<file path="src/rtl/regfile_pkg.sv">
// Shared parameters for the RV32 integer register file.
// Default widths and the index of the hardwired-zero register.
package regfile_pkg;

    localparam int DATA_W   = 32;
    localparam int ADDR_W   = 5;
    localparam int NUM_REGS = 32;
    localparam int ZERO_REG = 0;

endpackage

</file>
<file path="src/rtl/memory_regfile_rdport.sv">
// Combinational read port for the register file.
// Selects one register from the flattened array and forces x0 to zero.
module memory_regfile_rdport
    import regfile_pkg::*;
#(
    parameter int P_DATA_W   = DATA_W,
    parameter int P_ADDR_W   = ADDR_W,
    parameter int P_NUM_REGS = NUM_REGS
) (
    input  logic [P_ADDR_W-1:0]            addr,
    input  logic [P_NUM_REGS*P_DATA_W-1:0] regs_flat,
    output logic [P_DATA_W-1:0]            data
);

    always_comb begin
        data = '0;
        if (addr != P_ADDR_W'(ZERO_REG)) begin
            data = regs_flat[addr*P_DATA_W +: P_DATA_W];
        end
    end

endmodule

</file>
<file path="src/rtl/memory_regfile.sv">
// RV32 integer register file: 32 x 32, two async read ports, one write port.
// Asynchronous active-high reset clears every register; x0 never stores.
module memory_regfile
    import regfile_pkg::*;
#(
    parameter int P_DATA_W   = DATA_W,
    parameter int P_ADDR_W   = ADDR_W,
    parameter int P_NUM_REGS = NUM_REGS
) (
    input  logic                clk,
    input  logic                reset,
    input  logic [P_ADDR_W-1:0] rs1,
    input  logic [P_ADDR_W-1:0] rs2,
    input  logic [P_ADDR_W-1:0] rd,
    input  logic                reg_write,
    input  logic [P_DATA_W-1:0] write_data,
    output logic [P_DATA_W-1:0] data1,
    output logic [P_DATA_W-1:0] data2
);

    logic [P_NUM_REGS-1:0][P_DATA_W-1:0] regs;
    logic [P_NUM_REGS*P_DATA_W-1:0]      regs_flat;
    logic                                wr_en;

    assign wr_en     = reg_write && (rd != P_ADDR_W'(ZERO_REG));
    assign regs_flat = regs;

    // Slot 0 is cleared by reset and never written, so it stays zero.
    always_ff @(posedge clk or posedge reset) begin
        if (reset) begin
            regs <= '0;
        end else if (wr_en) begin
            regs[rd] <= write_data;
        end
    end

    memory_regfile_rdport #(
        .P_DATA_W  (P_DATA_W),
        .P_ADDR_W  (P_ADDR_W),
        .P_NUM_REGS(P_NUM_REGS)
    ) u_rd1 (
        .addr     (rs1),
        .regs_flat(regs_flat),
        .data     (data1)
    );

    memory_regfile_rdport #(
        .P_DATA_W  (P_DATA_W),
        .P_ADDR_W  (P_ADDR_W),
        .P_NUM_REGS(P_NUM_REGS)
    ) u_rd2 (
        .addr     (rs2),
        .regs_flat(regs_flat),
        .data     (data2)
    );

endmodule

</file>
<file path="config.mk">
export PLATFORM = sky130hd
export DESIGN_NAME = memory_regfile
export DESIGN_NICKNAME = d
export VERILOG_FILES = /design/src/rtl/regfile_pkg.sv /design/src/rtl/memory_regfile_rdport.sv /design/src/rtl/memory_regfile.sv
export SDC_FILE = /design/constraint.sdc
export NUM_CORES = 2
export LEC_CHECK = 0
export BUFFER_PORTS_ARGS = -buffer_cell sky130_fd_sc_hd__buf_4
export CAP_MARGIN = 20
export CORE_ASPECT_RATIO = 0.6
export CORE_MARGIN = 2
export CORE_UTILIZATION = 28
export DETAILED_ROUTE_END_ITERATION = 12
export GPL_ROUTABILITY_DRIVEN = 0
export SETUP_SLACK_MARGIN = 0.3
export SLEW_MARGIN = 10
export SYNTH_ARGS = -nofsm -noshare
export SYNTH_HDL_FRONTEND = slang
export SYNTH_SLANG_ARGS = --single-unit
</file>
<file path="constraint.sdc">
create_clock -name clk -period 28.8 [get_ports clk]
set_input_delay 1.44 -clock clk [delete_from_list [all_inputs] [get_ports clk]]
set_output_delay 1.44 -clock clk [all_outputs]
set_load 0.05 [all_outputs]
</file>
==> metrics.md <==
| Metric | Value |
|---|---|
| Largest family of logic cells by synthesized area | multiplexers |
| Register area share after synthesis | 0.466 |
| Register area | 25600 sq um |
| CP Launch Type | primary input |
| Max Cap Viol | 0 |
| Gate Count Post-Synth | 3614 |
| Design area | 61200 sq um |
| List of most frequent post-synthesis cells | dfrtp_1 (1024), mux2_2 (1010), mux4_2 (448) |
| Maximum VDD drop | 0.0532 mV |
| Ys Warns | 0 |
| Ports | 114 |
| Hpwl dp | 108000 microns |
| Syn_area_per_cell | 15.2 sq um |
| Post-synth top area cell | dfrtp_1 |
| Syn Nets | 3664 |
| Gates resized, CTS repair | 0 |
| Arr. time, crit path | 5560 ps |
| Reg2reg setup slack | 27970 ps |
| Slowest stage delay, CP | 940 ps |
| Relative slew slack | 0.199 |
| Largest register FFs | 1024 |
| Largest regs | regs (1024) |
| Setup repair bufs after CTS | 0 |
| Initial Utilization | 0.283 |
| Layout Utilization | 0.315 |
| Unique cell type count in the Yosys netlist | 41 |
| XOR/XNOR Fraction of Synth Area | 0 |
| Compound-gate portion of the synthesized area | 0.0481 |
| Mux contribution to synthesized area | 0.423 |
| Cell Chain, Critical Path | buf_6 > buf_4 > buf_4 > and2_2 > buf_4 > a22oi_1 > a311oi_1 > buf_4 |
| Core box area | 194000 sq um |
| Max clock buf depth | 3 |
| Synth top area share | 0.466 |
| Peak fanout along the critical path | 31 |
| Global-route wire length before repair | 275000 microns |
| Crit path from | rs1[0] |
| Synth area leaders | dfrtp_1 (47%), mux2_2 (21%), mux4_2 (18%) |
| Pwr/cell area | 70.3 nW/um^2 |
| Die area | 200000 sq um |
| RSZ-0062 raised after global routing | no |
| CP Capture Type | primary output |
| CP Class | primary input to primary output |
| Cell mode on critical path | buf_4 |
| Worst hold path type | flip-flop to flip-flop |
| Grt ovf | 0 |
| CP top delay family | buffers and inverters |
| Reg2reg end | regs[136] |
| Post-place setup slack | 21820 ps |
| Post-Synth Simple-Gate Area | 0.0166 |
| Crit path depth | 8 |
| Share of cells above drive strength 1 | 0.527 |
| Area of the multi-input gates | 27000 sq um |
| Most numerous cell in the Yosys netlist | dfrtp_1 |
| R2r startpoint | regs[136] |
| Main flop type after synthesis | dfrtp_1 |
| Cells on worst reg2reg path | 1 |
| Max-slew violations | 0 |
| Die span in y | 347 microns |
| CTS root buffer | clkbuf_16 |
| Biggest register | regs |
| Die Wd | 576 microns |
| Fill cell count | 19000 |
| Vias in the first global route | 35300 |
| Final Cycle Share | 0.243 |
| Hold Worst Slack | 398 ps |
| Clock sinks | 1024 |
| Async S/R FF share, synth | 1.00 |
| Post-Route WL | 192000 microns |
| Final #Nets | 3550 |
| Post-synth EDFFs | 0 |
| First-pass detailed-route iteration total | 6 |
| Worst-Margin Slew | 1190 ps |
| Routed Antenna Nets | 0 |
| Row count | 125 |
| Largest net degree at the start of global routing | 146 |
| Worst setup path endpoint | data1[13] |
| I/O Buffers | 113 |
| CP bufs+invs | 5 |
| Final Hold Fails | 0 |
| Clk_skew | 0 ps |
| Area share of fa/ha/maj cells after synthesis | 0 |
| DP Area | 57500 sq um |
| Worst-path clk slew | 60 ps |
| Status | completed |
| Worst EP required | 27360 ps |
| Final setup TNS | 0 ps |
| H-tree depth | 3 |
| Worst Setup Slack, final | 21800 ps |
| Max Freq | 143 MHz |
| CTS tree | yes |
| CTS buffer count | 110 |
| Vias per cell | 5.72 |
| 1st-iter DRT viols | 4307 |
| Tmin final | 7000 ps |
| Initial antenna violation count | 8 |
| # hold bufs at CTS | 0 |
| Lkg Pwr | 25.6 nW |
| DRC Markers | 0 |
| Slowest stage cell, crit path | a311oi_1 |
| Via Count | 35400 |
| GRT Resource Usage Total | 0.189 |
| Synth Cell Area | 54900 sq um |
| #FFs+latches synth | 1024 |
| Drt wl/cell | 31.0 microns |
| Clk_lat worst skew | 700 ps |
| Area growth syn-to-layout | 11.5% |
| Final setup fails | 0 |
-- cell type report --
class                   count  area share
clock buffers             163      0.0536
multi-input cells        2165       0.442
clock inverters            40     0.00703
well taps                2603      0.0532
flip-flops and latches   1024       0.418
repair buffers            196      0.0256
diodes                      5    0.000204
inverters                   3    0.000327
-- worst min path at each step --
| stage | startpoint | end | slack [ps] | cells past startpoint |
|---|---|---|---|---|
| after floorplan | regs[0] | regs[0] | 440 | 1 |
| after global placement | regs[4] | regs[4] | 380 | 0 |
| after detailed placement | regs[22] | regs[22] | 380 | 0 |
| after CTS | regs[31] | regs[31] | 400 | 0 |
| after global routing | regs[15] | regs[15] | 410 | 0 |
| final | regs[21] | regs[21] | 400 | 0 |
-- where the power goes --
part	total, mW	switching, mW	internal [mW]
Clock	1.47	0.618	0.857
Combinational	0.910	0.408	0.503
Sequential	1.92	0.208	1.71
Total	4.31	1.23	3.07
-- cells in the final DEF (no fill, tap or decap), types with 4 or more instances in the layout --
master      synthesis  routed
dfrtp_1          1024    1024
a22oi_1            64      64
buf_12              1       5
clkinvlp_4          0       4
diode_2             0       5
nand2_1            54      39
mux2_2           1010    1010
nor3b_1             4       4
clkinv_2            0      25
clkbuf_16           0     112
nand2_4             0       6
nor2b_1            66      64
a311oi_1           64      62
clkbuf_1          177      22
mux2i_1           128     128
clkbuf_8            0      29
nand3b_1            4       4
nand2_2             0       9
o21ai_1            88      88
o2111ai_1          19      19
nor2_4              0      18
buf_8               1       4
buf_4              66     184
o21ai_0            21      21
bufinv_16           0       8
a211oi_1           64      64
mux2_1             46      46
a221oi_1           43      43
mux4_2            448     448
-- kinds of logic after synthesis --
family	Yosys count
multiplexers	1632
flip-flops	1024
buffers and inverters	425
AO/OA/AOI/OAI	365
AND/OR/NAND/NOR	168
-- per-layer routing --
| metal | global-route usage | part of all wire | vias up |
|---|---|---|---|
| met2 | 0.289 | 0.45 | 1748 |
| met4 | 0.0553 | 0.032 | 6 |
| met1 | 0.270 | 0.44 | 19500 |
| li1 | - | - | 13800 |
| met5 | 0 | 0.00021 | - |
| met3 | 0.0391 | 0.078 | 343 |
-- through the flow --
stage / total power, mW / std cells
after floorplan: 2.58 / 3614
after CTS: 4.31 / 6192
after detailed placement: 2.84 / 5989
final: 4.31 / 6199
after global routing: 4.47 / 6199
after global placement: 2.81 / 5989
Power figures use the tool's default switching activity.
